[src/rtl/nios_led_seq_pkg.sv]
// nios_led_seq_pkg: shared constants and types for the LED sequencer.
// Holds the register map, CTRL/STATUS bit positions, bus widths and the
// sequencer state enum. Imported by nios_led_sequencer and nios_led_seq_timer.
package nios_led_seq_pkg;

    localparam int unsigned ADDR_W = 4;
    localparam int unsigned DATA_W = 32;

    // Word addresses
    localparam logic [ADDR_W-1:0] ADDR_DATA     = 4'd0;
    localparam logic [ADDR_W-1:0] ADDR_CTRL     = 4'd1;
    localparam logic [ADDR_W-1:0] ADDR_TICKS    = 4'd2;
    localparam logic [ADDR_W-1:0] ADDR_STATUS   = 4'd3;
    localparam logic [ADDR_W-1:0] ADDR_PAT_BASE = 4'd8;

    // CTRL bit positions
    localparam int unsigned CTRL_RUN_BIT    = 0;
    localparam int unsigned CTRL_LOOP_BIT   = 1;
    localparam int unsigned CTRL_IRQ_EN_BIT = 2;
    localparam int unsigned CTRL_LAST_LSB   = 4;

    // STATUS bit positions
    localparam int unsigned STAT_BUSY_BIT = 0;
    localparam int unsigned STAT_DONE_BIT = 1;
    localparam int unsigned STAT_SLOT_LSB = 4;

    typedef enum logic {
        IDLE = 1'b0,
        RUN  = 1'b1
    } seq_state_t;

endpackage

[src/rtl/nios_led_seq_timer.sv]
// nios_led_seq_timer: dwell down-counter for the LED sequencer.
// Ports:
//   clk, reset_n   - clock, asynchronous active-low reset
//   load           - load load_value (has priority over enable)
//   enable         - decrement by one per cycle while non-zero
//   load_value     - reload value (TICKS register)
//   expire         - combinational, high when the count is zero
module nios_led_seq_timer
    import nios_led_seq_pkg::*;
#(
    parameter int unsigned TICK_W = 16
) (
    input  logic              clk,
    input  logic              reset_n,
    input  logic              load,
    input  logic              enable,
    input  logic [TICK_W-1:0] load_value,
    output logic              expire
);

    logic [TICK_W-1:0] cnt;

    // Down counter; saturates at zero so expire stays asserted until reload
    always_ff @(posedge clk or negedge reset_n) begin
        if (!reset_n) begin
            cnt <= '0;
        end else if (load) begin
            cnt <= load_value;
        end else if (enable && (cnt != '0)) begin
            cnt <= cnt - TICK_W'(1);
        end
    end

    assign expire = (cnt == '0);

endmodule

[src/rtl/nios_led_sequencer.sv]
// nios_led_sequencer: Avalon-MM slave owning the LED port.
// Manual mode drives out_port from the DATA register; run mode steps through
// programmable pattern slots PAT0..PAT[LAST], each held TICKS+1 cycles, once
// or looping. Optional completion interrupt under `define NIOS_LED_SEQ_IRQ_EN.
// Ports:
//   clk, reset_n                       - clock, asynchronous active-low reset
//   address, chipselect, write_n,
//   writedata                          - Avalon-MM slave write side
//   readdata                           - combinational read data, 0 wait states
//   out_port                           - registered LED drive
//   irq                                - level completion interrupt (macro only)
module nios_led_sequencer
    import nios_led_seq_pkg::*;
#(
    parameter int unsigned LED_W  = 5,
    parameter int unsigned SLOTS  = 8,
    parameter int unsigned TICK_W = 16
) (
    input  logic              clk,
    input  logic              reset_n,
    input  logic [ADDR_W-1:0] address,
    input  logic              chipselect,
    input  logic              write_n,
    input  logic [DATA_W-1:0] writedata,
    output logic [DATA_W-1:0] readdata,
    output logic [LED_W-1:0]  out_port
`ifdef NIOS_LED_SEQ_IRQ_EN
    ,
    output logic              irq
`endif
);

    localparam int unsigned SLOT_W = $clog2(SLOTS);

    seq_state_t        state;
    logic [LED_W-1:0]  data_reg;
    logic [LED_W-1:0]  pat [SLOTS];
    logic [TICK_W-1:0] ticks;
    logic [SLOT_W-1:0] slot;
    logic [SLOT_W-1:0] ctrl_last;
    logic              ctrl_run;
    logic              ctrl_loop;
    logic              ctrl_irq_en;
    logic              done;

    // Address decode
    logic              wr;
    logic              wr_data;
    logic              wr_ctrl;
    logic              wr_ticks;
    logic              wr_status;
    logic [ADDR_W-1:0] pat_off;
    logic              pat_hit;
    logic [SLOT_W-1:0] pat_idx;
    logic              wr_pat;

    assign wr        = chipselect & ~write_n;
    assign wr_data   = wr && (address == ADDR_DATA);
    assign wr_ctrl   = wr && (address == ADDR_CTRL);
    assign wr_ticks  = wr && (address == ADDR_TICKS);
    assign wr_status = wr && (address == ADDR_STATUS);
    assign pat_off   = address - ADDR_PAT_BASE;
    assign pat_hit   = (address >= ADDR_PAT_BASE) && (pat_off < ADDR_W'(SLOTS));
    assign pat_idx   = pat_off[SLOT_W-1:0];
    assign wr_pat    = wr && pat_hit;

    // Sequencing decisions for this cycle
    logic              expire;
    logic              run_start;
    logic              run_stop;
    logic              step;
    logic              at_last;
    logic              advance;
    logic              wrap;
    logic              finish;
    logic [SLOT_W-1:0] slot_inc;
    logic [LED_W-1:0]  data_next;
    logic              done_next;

    assign run_start = wr_ctrl &&  writedata[CTRL_RUN_BIT];
    assign run_stop  = wr_ctrl && !writedata[CTRL_RUN_BIT];
    // A CTRL write owns the edge, so the dwell timer is ignored then
    assign step      = (state == RUN) && !wr_ctrl && expire;
    // LAST is compared live so software may shorten or extend a running sequence
    assign at_last   = (slot >= ctrl_last);
    assign advance   = step && !at_last;
    assign wrap      = step &&  at_last &&  ctrl_loop;
    assign finish    = step &&  at_last && !ctrl_loop;
    assign slot_inc  = slot + SLOT_W'(1);
    // A DATA write lands on the same edge as any return to IDLE
    assign data_next = wr_data ? writedata[LED_W-1:0] : data_reg;
    // Completion set wins over a simultaneous write-1-to-clear
    assign done_next = finish | (done & ~(wr_status & writedata[STAT_DONE_BIT]));

    nios_led_seq_timer #(
        .TICK_W (TICK_W)
    ) u_timer (
        .clk        (clk),
        .reset_n    (reset_n),
        .load       (run_start | advance | wrap),
        .enable     (state == RUN),
        .load_value (ticks),
        .expire     (expire)
    );

    // Register file and sequencer FSM
    always_ff @(posedge clk or negedge reset_n) begin
        if (!reset_n) begin
            state     <= IDLE;
            out_port  <= '0;
            data_reg  <= '0;
            ticks     <= '0;
            slot      <= '0;
            ctrl_last <= '0;
            ctrl_run  <= 1'b0;
            ctrl_loop <= 1'b0;
            done      <= 1'b0;
            for (int i = 0; i < SLOTS; i++) begin
                pat[i] <= '0;
            end
        end else begin
            data_reg <= data_next;
            done     <= done_next;

            if (wr_ticks) begin
                ticks <= writedata[TICK_W-1:0];
            end
            if (wr_pat) begin
                pat[pat_idx] <= writedata[LED_W-1:0];
            end

            if (wr_ctrl) begin
                ctrl_run  <= writedata[CTRL_RUN_BIT];
                ctrl_loop <= writedata[CTRL_LOOP_BIT];
                ctrl_last <= writedata[CTRL_LAST_LSB +: SLOT_W];
            end else if (finish) begin
                ctrl_run  <= 1'b0;
            end

            if (run_start) begin
                state    <= RUN;
                slot     <= '0;
                out_port <= pat[0];
            end else if (run_stop) begin
                state    <= IDLE;
                out_port <= data_next;
            end else begin
                case (state)
                    IDLE: begin
                        out_port <= data_next;
                    end
                    RUN: begin
                        if (advance) begin
                            slot     <= slot_inc;
                            out_port <= pat[slot_inc];
                        end else if (wrap) begin
                            slot     <= '0;
                            out_port <= pat[0];
                        end else if (finish) begin
                            state    <= IDLE;
                            out_port <= data_next;
                        end
                    end
                    default: begin
                        state <= IDLE;
                    end
                endcase
            end
        end
    end

`ifdef NIOS_LED_SEQ_IRQ_EN
    logic irq_en_next;

    assign irq_en_next = wr_ctrl ? writedata[CTRL_IRQ_EN_BIT] : ctrl_irq_en;

    // Interrupt enable and level interrupt tracking DONE
    always_ff @(posedge clk or negedge reset_n) begin
        if (!reset_n) begin
            ctrl_irq_en <= 1'b0;
            irq         <= 1'b0;
        end else begin
            ctrl_irq_en <= irq_en_next;
            irq         <= done_next & irq_en_next;
        end
    end
`else
    assign ctrl_irq_en = 1'b0;
`endif

    // Zero-wait-state read mux
    always_comb begin
        readdata = '0;
        if (pat_hit) begin
            readdata = DATA_W'(pat[pat_idx]);
        end else begin
            case (address)
                ADDR_DATA: begin
                    readdata = DATA_W'(out_port);
                end
                ADDR_CTRL: begin
                    readdata[CTRL_RUN_BIT]               = ctrl_run;
                    readdata[CTRL_LOOP_BIT]              = ctrl_loop;
                    readdata[CTRL_IRQ_EN_BIT]            = ctrl_irq_en;
                    readdata[CTRL_LAST_LSB +: SLOT_W]    = ctrl_last;
                end
                ADDR_TICKS: begin
                    readdata = DATA_W'(ticks);
                end
                ADDR_STATUS: begin
                    readdata[STAT_BUSY_BIT]              = (state == RUN);
                    readdata[STAT_DONE_BIT]              = done;
                    readdata[STAT_SLOT_LSB +: SLOT_W]    = slot;
                end
                default: begin
                    readdata = '0;
                end
            endcase
        end
    end

    // Upper writedata bits have no register behind them
    logic unused_wdata;
    assign unused_wdata = ^writedata;

endmodule

[config.mk]
export PLATFORM = sky130hd
export DESIGN_NAME = nios_led_sequencer
export DESIGN_NICKNAME = d
export VERILOG_FILES = /design/src/rtl/nios_led_seq_pkg.sv /design/src/rtl/nios_led_seq_timer.sv /design/src/rtl/nios_led_sequencer.sv
export SDC_FILE = /design/constraint.sdc
export NUM_CORES = 1
export LEC_CHECK = 0
export BUFFER_PORTS_ARGS = -buffer_cell sky130_fd_sc_hd__buf_2
export CAP_MARGIN = 20
export CORE_UTILIZATION = 61
export CTS_BUF_LIST = sky130_fd_sc_hd__clkbuf_8
export CTS_CLUSTER_DIAMETER = 40
export DETAILED_ROUTE_END_ITERATION = 8
export PLACE_DENSITY = 0.84
export SYNTH_ARGS = -nofsm -noshare
export SYNTH_HDL_FRONTEND = slang
export SYNTH_SLANG_ARGS = --single-unit
[constraint.sdc]
create_clock -name clk -period 5.5 [get_ports clk]
set_input_delay 0.275 -clock clk [delete_from_list [all_inputs] [get_ports clk]]
set_output_delay 0.275 -clock clk [all_outputs]
set_load 0.03 [all_outputs]
-- Word-level counts from Yosys, hierarchy flattened
Index checks and enable logic that the tools add are counted.
- add/sub/neg operators: 3
- magnitude comparators: 6
- equality and inequality tests: 5
- mux-type cells: 37
- bitwise operators: 11
- reductions and logical operators: 28
- operators by type and width (cell ; count):
    5-bit 2-to-1 mux ; 11
    16-bit 2-to-1 mux ; 3
    40-bit bitwise mux ; 1
    5-bit binary-select mux with 3-bit select ; 2
    1-bit logical AND ; 16
    16-bit zero test ; 1
    16-bit nonzero test ; 1
    16-bit by 1-bit subtractor with 16-bit output (second input constant) ; 1
    5-bit demux with 3-bit select ; 1
    3-bit 2-to-1 mux ; 5
    4-bit greater-or-equal comparator (second input constant) ; 3
    3-bit case mux with 4 select lines ; 1
    5-bit case mux with 2 select lines ; 1
    9-bit 2-to-1 mux ; 1
    4-bit by 2-bit == test with 1-bit output (second input constant) ; 2
    1-bit 2-to-1 mux ; 8
    3-bit NOT with 4-bit output ; 2
    2-bit case mux with 4 select lines ; 1
    6-bit by 1-bit != test with 1-bit output (second input constant) ; 1
    2-bit nonzero test ; 3
    4-bit by 1-bit == test with 1-bit output (second input constant) ; 1
    1-bit zero test ; 4
    4-bit zero test ; 1
    4-bit by 1-bit < comparator with 1-bit output (second input constant) ; 1
    other kinds (11) ; 18
- bits in registers: 92
- input port bits: 40
- logic and storage cells: 108

-- Depth between registers and ports, before layout
Gate-level depths: netlist of the first run.
- word-level depth: 14
- gate-level depth with buffers: 10

-- Cells and area by module
From an unflattened synthesis of the first run, not the netlist that was laid out.
- cell total of the unflattened synthesis: 544
- area total of the unflattened synthesis: 5487.8 um2
- by module, submodules not included (module ; times used ; cells each ; area each (um2) ; seq. area each (um2)):
    nios_led_sequencer ; 1 ; 420 ; 4424.2 ; 1901.8
    nios_led_seq_timer ; 1 ; 124 ; 1063.5 ; 400.4

-- Worst setup path before layout of the first run
OpenSTA, ideal clock, no wires.
- kind: register -> register
- start: register slot[0]
- end: register u_timer.cnt[10]
- arrival time: 2320 ps
- data required time: 5375 ps
- slack: 3055 ps
- stages on the path, launching flop included: 11
- path buffers: 3
- period minus slack after synthesis: 2445 ps
- cells stage by stage: dfrtp_1 > buf_1 > inv_1 > ha_1 > nor2b_1 > o21a_1 > o211ai_2 > and2_1 > buf_6 > buf_6 > mux2_4
- longest elaborated chain between the ends: 6
- elaborated cells between the ends (all ways): 9
- classes of those cells: order compare (1); mux (1); bitwise (2); reduce/logical (5)
- RTL lines (item ; line ; RTL):
    start: declaration ; nios_led_sequencer.sv:39 ; logic [SLOT_W-1:0] slot;
    start signal: assignment ; nios_led_sequencer.sv:154 ; slot <= slot_inc;
    3-bit greater-or-equal comparator * ; nios_led_sequencer.sv:85 ; assign at_last = (slot >= ctrl_last);
    1-bit zero test ; nios_led_sequencer.sv:86 ; assign advance = step && !at_last;
    1-bit logical AND ; nios_led_sequencer.sv:86 ;
    1-bit bitwise OR ; nios_led_sequencer.sv:100 ; .load (run_start | advance | wrap),
    1-bit bitwise OR * ; nios_led_sequencer.sv:100 ;
    16-bit 2-to-1 mux or 2-bit nonzero test (tied branches) ; n/a ;
    end signal: assignment ; nios_led_seq_timer.sv:28 ; cnt <= load_value;
    end signal: assignment ; nios_led_seq_timer.sv:30 ; cnt <= cnt - TICK_W'(1);
    end: declaration ; nios_led_seq_timer.sv:21 ; logic [TICK_W-1:0] cnt;
Every way passes the cells marked *; elsewhere a longest branch is shown, timed or not.
A chain may end at the register's enable or synchronous reset.

-- Final worst setup path of the first run
- start: register slot[0]
- end: register u_timer.cnt[2]
Same word-level chain as after synthesis.

==> out/results.ini, run 1 <==
[global_route]
globalRouteTotalUtil=0.299
globalRouteOverflowTotal=0
grt_pass1_wl_mm=20.4
pin_count_of_the_biggest_net_entering_global_routing=77
first_global_vias=4093
grt_antenna_before_repair=0

[sta]
post-route-min-period_ns=3.22
finalCritPeriodShare=0.585
fin_worst_skew_ns=0.00955
finalHoldViolCount=0
rsz0062_at_grt=false
fin_tns_setup_ns=0
slew_hr=0.293
max_freq_ghz=0.311
timing.final.setup_violations=0
worstMarginPinSlew_ns=1.05
drv_slew=0

[finish]
fill_cells=626
final_util=0.686
reg_top3=pat: 40 flops, ticks: 16 flops, u_timer.cnt: 16 flops
diodes=0
post-route-cell-area_um2=5690
non_filler_instances=613
drive_gt1_frac=0.321
largest_register=pat
area_growth_syn_to_layout_pct=7.21
largest_register_ff_count=40
layout.nets=550

[clock_tree]
holdBufCountCts=1
clock_latency_on_the_worst_skew_pair_ns=0.36
cts_num_sinks=92
clock_path_buffers=2
tritoncts_clock_tree=done
cts_htree_levels=3
post-cts-setup-buffer-count=0
postCtsResizedCells=0
clk_root_buffer_cell=sky130_fd_sc_hd__clkbuf_8
path_clk_slew_ns=0.09
cts_buffers=9

[power_and_ir_drop]
power.share.switching=0.365
sequentialPowerShare=0.448
max_vdd_drop_mv=0.195
power_report.internal_total_mw=1.45
power_density_nw_per_um2=402
comb_power_share=0.355
fin_total_pwr_mw=2.29
power_leakage_nw=2.63
netSwitchingPower_mw=0.836
clkPwrFrac=0.197

[die]
fp.dieArea_um2=9080
placementRows=33
floorplan.core_area_um2=8300
effective_utilization_at_floorplan=0.640
die-width_um=95.3
die_height_um=95.3
pin_count=77

[worst_setup_path]
worstSetupEndpointType=flop
reg2regPathDepth=7
crit_type=reg2reg
crit_path_max_fanout=18
startpoint_type=flop
worst-endpoint-required_ns=5.74
timing.critical_path.arrival_ns=3.46

[logic_synthesis]
synth_xor_xnor_area_share=0.0214
yosysTopAreaCellShare=0.434
async_flop_share=1.00
syn_inst=475
synth.lib_cells_used.distinct=52
ys_dominant_reg_cell=sky130_fd_sc_hd__dfrtp_1
largest_area_contributor_in_the_netlist=sky130_fd_sc_hd__dfrtp_1
seq_area_frac_synth=0.434
synth_area_um2=5310
yosys_warnings=0
netlist_top_cells_area=sky130_fd_sc_hd__dfrtp_1 43%, sky130_fd_sc_hd__mux2_2 15%, sky130_fd_sc_hd__mux4_2 6.8%
combinational_family_with_the_most_area_after_synthesis=multiplexers
synth_enable_flop_cells=0
synthMuxAreaShare=0.250
synth_adder_area_share=0.0141
synth-compound-area-share=0.0973
yosys.area_share.simple=0.132
postSynthAreaPerCell_um2=11.2
ys_ff_latch=92

[drt]
detail-route-antenna-nets=0
firstDrtPassIters=6
remaining_drc_errors=0
postRouteWirelength_mm=12.6
drt-vias-per-instance=6.68
routed_len_inst_um=20.6
routed-via-count=4097
drt_iter0_drc=406

[run]
cap_violations=0

[placement]
place_area_um2=5490
placement.io_buffers=44
place_hpwl_mm=8.69
place.detailed.instances=597
gp_congestion=0.906

[run_status]
status=finished clean

[worst_hold_path]
number_of_stages_on_the_worst_hold_path=2
holdCritPathClass=in2reg

==> cell usage in the layout (no fill, tap or decap), drive strengths merged, types with 4 or more instances in the layout <==
| cell type | count |
|---|---|
| mux2 | 77 |
| ha | 6 |
| nor3 | 8 |
| inv | 8 |
| a221oi | 9 |
| nand4 | 4 |
| o22ai | 6 |
| and2 | 10 |
| mux2i | 8 |
| mux4 | 16 |
| nand2 | 42 |
| dfrtp | 92 |
| nand3 | 7 |
| xor2 | 6 |
| nor4 | 15 |
| xnor2 | 7 |
| buf | 46 |
| o21ai | 26 |
| conb | 16 |
| nand3b | 4 |
| clkinv | 5 |
| a31oi | 5 |
| nor2 | 17 |
| a21oi | 16 |
| clkbuf | 9 |
==> power groups by stage <==
stage               Clock (mW)  Sequential (mW)  Combinational (mW)
detailed placement           0             1.03               0.798
global route             0.483             1.04               0.880
finish                   0.451             1.02               0.813
floorplan                    0            0.985               0.640
CTS                      0.459             1.02               0.809
global placement             0             1.01               0.772
==> path summary, 6_finish.rpt <==
kind	start	end	slack [ns]
max	slot[0]	u_timer.cnt[2]	2.28
min	writedata[14]	ticks[14]	0.14
max reg2reg	slot[0]	u_timer.cnt[2]	2.28
min reg2reg	done	done	0.51
max in group asynchronous	reset_n	data_reg[2]	3.98
min in group asynchronous	reset_n	u_timer.cnt[8]	0.30
==> kinds of logic (layout without fill, tap and decap cells) <==
family / count (synthesis) / after routing
simple gates: 129 / 129
mux: 101 / 101
flops: 92 / 92
compound gates: 81 / 81
buf+inv: 52 / 70
xor+xnor: 13 / 13
fa+ha+maj: 6 / 6
other cells: 1 / 16
==> metrics by stage <==
step,worst slack [ns],hold slack (ns)
2_1_floorplan,3.05,-0.0206
3_3_place_gp,2.27,0.151
3_5_place_dp,2.24,0.152
4_1_cts,2.37,0.128
5_1_grt,2.15,0.137
6_report,2.28,0.139
==> metal layers <==
layer / vias up / global-route usage / wire length, um
met5: - / 0 / 0
met4: 0 / 0.145 / 386
met3: 40 / 0.0455 / 865
met2: 211 / 0.499 / 6330
met1: 2048 / 0.380 / 5060
li1: 1798 / - / -
==> worst max-delay path, stage by stage, from the launching register on <==
cell and delay (ns):
sky130_fd_sc_hd__dfrtp_1 0.87, sky130_fd_sc_hd__inv_1 0.19, sky130_fd_sc_hd__ha_1 0.34, sky130_fd_sc_hd__nor2b_1 0.05
sky130_fd_sc_hd__o21a_1 0.21, sky130_fd_sc_hd__o211ai_2 0.26, sky130_fd_sc_hd__and2_1 0.76, sky130_fd_sc_hd__mux2_2 0.42
==> layout make-up <==
type	instances	area, um^2	area share
multi-input combinational	346	2790	0.490
sequential	92	2300	0.404
timing repair buffer	47	248	0.0435
tap	105	131	0.0231
clock buffer	9	124	0.0218
clock inverter	6	66.3	0.0117
inverter	8	30.0	0.00528
==> Yosys cell counts, types with 9 or more instances <==
master	n
sky130_fd_sc_hd__buf_4	16
sky130_fd_sc_hd__a21oi_1	16
sky130_fd_sc_hd__nand2_1	42
sky130_fd_sc_hd__and2_1	10
sky130_fd_sc_hd__nor4_1	14
sky130_fd_sc_hd__a221oi_1	9
sky130_fd_sc_hd__mux2_2	72
sky130_fd_sc_hd__mux4_2	16
sky130_fd_sc_hd__dfrtp_1	92
sky130_fd_sc_hd__clkbuf_1	16
sky130_fd_sc_hd__o21ai_0	26
sky130_fd_sc_hd__nor2_1	17
Power figures use the tool's default switching activity.
==> run 2, diff against run 1 <==
CORE_UTILIZATION = 60   (was 61)
PLACE_DENSITY = 0.83   (was 0.84)
clock period = 3.05 ns   (was 5.5 ns; I/O delays follow)
==> run 2 against run 1 <==
Power rose by 84%. Global-route usage rose by 0.47 points. First-iteration DRC count rose by 10%. Sequential power rose by 77%. Routed wire length rose by 0.79%. Combinational power rose by 87%. Hold slack got worse by 0.12 ns. Final area rose by 2.2%. Die area rose by 1.6%. Clock power rose by 92%. Critical path type unchanged.
==> out/results.ini, run 2 (synthesized netlist as in run 1, its figures left out) <==
[clock_tree]
post-cts-setup-buffer-count=0
postCtsResizedCells=0
path_clk_slew_ns=0.09
cts_buffers=9
tritoncts_clock_tree=done
cts_num_sinks=92
clock_latency_on_the_worst_skew_pair_ns=0.36
cts_htree_levels=3
clk_root_buffer_cell=sky130_fd_sc_hd__clkbuf_8
clock_path_buffers=2

[placement]
placement.io_buffers=44
place_hpwl_mm=8.96
gp_congestion=0.987

[run]
cap_violations=0

[worst_setup_path]
slowest_stage=sky130_fd_sc_hd__and2_1
worst-endpoint-required_ns=3.30
startpoint_type=flop
worstPathCellList=inv_1 > ha_1 > or3b_2 > nor4_4 > o211ai_2 > and2_1 > mux2_4
timing.critical_path.arrival_ns=2.90
worstSetupEndpointType=flop
cp_slowest_stage_delay_ns=0.52
crit_type=reg2reg
crit_path_max_fanout=18

[die]
fp.dieArea_um2=9230
effective_utilization_at_floorplan=0.633
placementRows=33
die_height_um=96.1
floorplan.core_area_um2=8380
pin_count=77
die-width_um=96.1

[power_and_ir_drop]
max_vdd_drop_mv=0.489
power_leakage_nw=2.69
power_density_nw_per_um2=722

[finish]
multi_input_gate_area_in_the_final_layout_um2=2790
diodes=0
largest_register=pat
area_growth_syn_to_layout_pct=9.59
fill_cells=592
layout.cells.most_common_list=92 x sky130_fd_sc_hd__dfrtp_1, 72 x sky130_fd_sc_hd__mux2_2, 43 x sky130_fd_sc_hd__buf_2
layout.area.seq_um2=2300
largest_register_ff_count=40
drive_gt1_frac=0.340
reg_top3=pat: 40 flops, ticks: 16 flops, u_timer.cnt: 16 flops
layout.nets=564
layout.cells.most_common=sky130_fd_sc_hd__dfrtp_1

[global_route]
grt_pass1_wl_mm=20.7
globalRouteOverflowTotal=0
globalRouteTotalUtil=0.304
pin_count_of_the_biggest_net_entering_global_routing=78
grt_antenna_before_repair=0
first_global_vias=3993

[drt]
detail-route-antenna-nets=0
routed_len_inst_um=20.3
firstDrtPassIters=8
remaining_drc_errors=0
drt-vias-per-instance=6.64
routed-via-count=4171
drt_iter0_drc=447
postRouteWirelength_mm=12.7

[sta]
finalHoldViolCount=0
fin_tns_setup_ns=0
slew_hr=0.322
drv_slew=0
worstMarginPinSlew_ns=1.00
finalCritPeriodShare=0.870
worst_hold_slack_ns=0.0173
post-route-min-period_ns=2.65
timing.final.setup_violations=0
max_freq_ghz=0.377
rsz0062_at_grt=false
fin_worst_skew_ns=0.00485

[worst_hold_path]
holdCritPathClass=in2reg

[run_status]
status=finished clean

-- run 2: changes by cell type in the layout (fill, tap and decap cells not counted), sizes merged --
cell | previous run | this run
buf | 46 | 60
clkinv | 5 | 0
clkinvlp | 0 | 4
clkbuf | 9 | 11
-- run 2: path summary, 6_finish.rpt --
kind / startpoint / to / slack [ns] / depth (start not counted)
min in group asynchronous: reset_n / pat[2] / 0.47 / 2
worst min register to register: done / done / 0.51 / 2
worst max register to register: u_timer.cnt[0] / u_timer.cnt[11] / 0.40 / 7
max in group asynchronous: reset_n / ticks[1] / 1.85 / 3
worst min-delay path: writedata[15] / ticks[15] / 0.02 / 2
worst max-delay path: u_timer.cnt[0] / u_timer.cnt[11] / 0.40 / 7
-- run 2: through the flow --
step,instance area [um^2],util,total power [mW],instances,setup WS (ns)
2_1_floorplan,5370,-,2.93,490,0.605
3_3_place_gp,5600,0.668,3.25,611,0.470
3_5_place_dp,5600,0.668,3.32,611,0.475
4_1_cts,5820,0.694,4.19,628,0.443
5_1_grt,5820,0.694,4.42,628,0.276
6_report,5820,0.694,4.20,628,0.397
-- run 2: timing repair --
action | 4_1_cts | 5_1_grt
hold buffers | 1 | 0
endpoints found under the setup margin | 0 | 0
hold endpoints to repair | 75 | 0
-- run 2: final cells by class --
| class | count | share of cell area |
|---|---|---|
| clock buffer | 11 | 0.0260 |
| clock inverter | 5 | 0.0103 |
| inverter | 8 | 0.00516 |
| multi-input combinational | 346 | 0.480 |
| sequential | 92 | 0.396 |
| tap | 105 | 0.0226 |
| timing repair buffer | 61 | 0.0606 |
-- run 2: report_power, final --
part	internal [mW]	total [mW]	switching [mW]
Clock	0.423	0.864	0.441
Sequential	1.52	1.81	0.298
Combinational	0.746	1.52	0.779
Total	2.68	4.20	1.52
-- run 2: worst max-delay path, delay by kind of cell, from the launching register on --
family,cells,cell delay [ns]
AOI/OAI and AO/OA,1,0.21
adders and majority gates,1,0.19
buffers and inverters,1,0.12
DFF,1,0.39
muxes,1,0.42
and+or+nand+nor,3,1.21
-- run 2: per-layer routing --
| layer | wire length (um) | up-vias | GRT usage |
|---|---|---|---|
| li1 | - | 1822 | - |
| met1 | 5420 | 2068 | 0.439 |
| met2 | 5770 | 239 | 0.449 |
| met3 | 1140 | 42 | 0.0561 |
| met4 | 407 | 0 | 0.131 |
| met5 | 0 | - | 0 |
==> run 3, diff against run 2 <==
ABC_AREA = 1   (was default)
SYNTH_HIERARCHICAL = 1   (was default)
==> run 3 against run 2 <==
The flow now finishes with violations (design-rule violations). Non-clock buffer count down 4. Final area up 4.0%. Hold slack better by 0.0082 ns. Power is 1.2% lower. Sequential power is essentially flat. Via count up 24%. Clock-buffer cell count fell by 2. Critical path depth increased by 9. Clock skew increased by 0.0061 ns. Flip-flop and latch count unchanged. Area after synthesis up 4.5%. Setup slack worse by 0.20 ns. Critical endpoint is now u_timer/cnt[14].
==> out/results.ini, run 3 <==
[die]
die_height_um=98.1
placementRows=34
die-width_um=98.1
effective_utilization_at_floorplan=0.627
floorplan.core_area_um2=8850
pin_count=77
fp.dieArea_um2=9630

[sta]
fin_tns_setup_ns=0
post-route-min-period_ns=2.85
drv_slew=0
finalCritPeriodShare=0.935
finalHoldViolCount=0
worst_hold_slack_ns=0.0255
max_freq_ghz=0.350
fin_worst_skew_ns=0.0110
timing.final.setup_violations=0
worstMarginPinSlew_ns=0.618
slew_hr=0.588
rsz0062_at_grt=false

[placement]
gp_congestion=0.919
place_hpwl_mm=11.1
placement.io_buffers=44
place.detailed.instances=873

[logic_synthesis]
postSynthAreaPerCell_um2=7.54
yosysTopAreaCellShare=0.415
post_synth_most_frequent_cells=154 x sky130_fd_sc_hd__nand2_1, 92 x sky130_fd_sc_hd__dfrtp_1, 82 x sky130_fd_sc_hd__inv_1, 82 x sky130_fd_sc_hd__o21ai_0, 57 x sky130_fd_sc_hd__nor2_1
seq_area_frac_synth=0.415
synth.lib_cells_used.distinct=45
syn_inst=736
ys_ff_latch=92
yosysMostFrequentCell=sky130_fd_sc_hd__nand2_1
yosys_warnings=6
largest_area_contributor_in_the_netlist=sky130_fd_sc_hd__dfrtp_1
async_flop_share=1.00
synth_enable_flop_cells=0
ys_dominant_reg_cell=sky130_fd_sc_hd__dfrtp_1
netlist_top_cells_area=sky130_fd_sc_hd__dfrtp_1 42%, sky130_fd_sc_hd__nand2_1 10%, sky130_fd_sc_hd__o21ai_0 7.4%
synth_area_um2=5550

[drt]
firstDrtPassIters=9
drt-vias-per-instance=5.81
postRouteWirelength_mm=15.2
routed-via-count=5179
remaining_drc_errors=2
drt_iter0_drc=509
detail-route-antenna-nets=0
routed_len_inst_um=17.1

[finish]
largest_register_ff_count=40
largest_register=pat
layout.cells.most_common_list=154 x sky130_fd_sc_hd__nand2_1, 92 x sky130_fd_sc_hd__dfrtp_1, 82 x sky130_fd_sc_hd__o21ai_0
non_filler_instances=892
fill_cells=729
layout.nets=825
area_growth_syn_to_layout_pct=9.14
drive_gt1_frac=0.182
diodes=0
reg_top3=pat: 40 flops, ticks: 16 flops, u_timer/cnt: 16 flops
final_util=0.684
layout.cells.most_common=sky130_fd_sc_hd__nand2_1

[power_and_ir_drop]
power_density_nw_per_um2=686
power_leakage_nw=2.99
max_vdd_drop_mv=0.399
fin_total_pwr_mw=4.15

[worst_setup_path]
crit_path_max_fanout=24
cp_slowest_stage_delay_ns=0.39
timing.critical_path.arrival_ns=3.11
slowest_stage=sky130_fd_sc_hd__dfrtp_1
critical_path.n_buffers_inverters=3
startpoint_type=flop
worstSetupEndpointType=flop
crit_type=reg2reg
worstPathCellList=inv_1 > ha_4 > inv_1 > nor2_2 > nand3_1 > nor2_2 > nand2_1 > nor4_4 > nand3_2 > nor2_4 > nand2_2 > nand3_2 > inv_4 > or2_2 > nand3_2 > nand2_1
worst-endpoint-required_ns=3.31
critical_path.top_delay_family=simple AND/OR/NAND/NOR gates
critPathMostFrequentCell=sky130_fd_sc_hd__nand3_2

[global_route]
pin_count_of_the_biggest_net_entering_global_routing=48
globalRouteTotalUtil=0.329
globalRouteOverflowTotal=0
grt_pass1_wl_mm=24.6
first_global_vias=5036
grt_antenna_before_repair=0

[clock_tree]
clock_latency_on_the_worst_skew_pair_ns=0.37
tritoncts_clock_tree=done
path_clk_slew_ns=0.10
cts_num_sinks=92
clk_root_buffer_cell=sky130_fd_sc_hd__clkbuf_8
clock_path_buffers=2
cts_buffers=9
cts_htree_levels=3

[worst_hold_path]
holdCritPathClass=in2reg

[run]
cap_violations=0

[run_status]
violations=design-rule violations
status=finished with violations

run 3: final timing paths:
check	start	to	slack, ns	cells after the start
min	writedata[8]	ticks[8]	0.03	3
max in group asynchronous	reset_n	slot[1]	1.96	3
max	u_timer/cnt[1]	u_timer/cnt[14]	0.20	16
min in group asynchronous	reset_n	pat[4]	0.34	2
max reg2reg	u_timer/cnt[1]	u_timer/cnt[14]	0.20	16
min reg2reg	pat[35]	pat[35]	0.50	2
run 3: what timing repair did:
action,4_1_cts,5_1_grt
gates resized for setup,1,7
endpoints found under the hold margin,45,0
pin swaps,0,3
endpoints found under the setup margin,1,16
buffers inserted,0,3
gates cloned,0,0
hold buffers,1,0
run 3: cells by family (layout without fill, tap and decap cells):
family,Yosys count,in the layout,synth area share
compound gates,189,189,0.187
buf+inv,138,171,0.115
xor+xnor,7,7,0.0111
flops,92,92,0.415
other cells,1,16,0.000676
fa+ha+maj,5,5,0.0113
simple gates,304,304,0.261
run 3: layout make-up:
cell class | instances | area (um^2) | area share
Tap cell | 108 | 135 | 0.0223
Timing Repair Buffer | 57 | 323 | 0.0533
Clock buffer | 9 | 124 | 0.0205
Clock inverter | 6 | 96.3 | 0.0159
Sequential cell | 92 | 2300 | 0.380
Inverter | 99 | 377 | 0.0622
Multi-Input combinational cell | 521 | 2700 | 0.445
run 3: power by group:
part / internal (mW) / switching, mW / leakage (nW)
Combinational: 0.483 / 0.958 / 1.80
Sequential: 1.51 / 0.272 / 1.09
Clock: 0.469 / 0.463 / 0.108
Total: 2.46 / 1.69 / 2.99
run 3: worst reg2reg max path, stage by stage (launching register included):
cell	delay, ns
sky130_fd_sc_hd__dfrtp_1	0.39
sky130_fd_sc_hd__inv_1	0.12
sky130_fd_sc_hd__ha_4	0.17
sky130_fd_sc_hd__inv_1	0.05
sky130_fd_sc_hd__nor2_2	0.12
sky130_fd_sc_hd__nand3_1	0.13
sky130_fd_sc_hd__nor2_2	0.17
sky130_fd_sc_hd__nand2_1	0.13
sky130_fd_sc_hd__nor4_4	0.34
sky130_fd_sc_hd__nand3_2	0.14
sky130_fd_sc_hd__nor2_4	0.16
sky130_fd_sc_hd__nand2_2	0.12
sky130_fd_sc_hd__nand3_2	0.14
sky130_fd_sc_hd__inv_4	0.12
sky130_fd_sc_hd__or2_2	0.31
sky130_fd_sc_hd__nand3_2	0.07
sky130_fd_sc_hd__nand2_1	0.06
run 3: layer usage:
| metal | global-route usage | up-vias | wire (um) |
|---|---|---|---|
| met3 | 0.0587 | 51 | 1130 |
| met5 | 0 | - | 0 |
| met4 | 0.133 | 0 | 524 |
| met1 | 0.416 | 2434 | 6050 |
| met2 | 0.560 | 247 | 7520 |
| li1 | - | 2447 | - |
run 3: stage by stage:
| step | area (um^2) | worst slack (ns) |
|---|---|---|
| floorplan | 5600 | 0.202 |
| global placement | 5770 | 0.220 |
| detailed placement | 5770 | 0.00678 |
| CTS | 6010 | 0.0539 |
| global route | 6050 | 0.0395 |
| finish | 6050 | 0.197 |
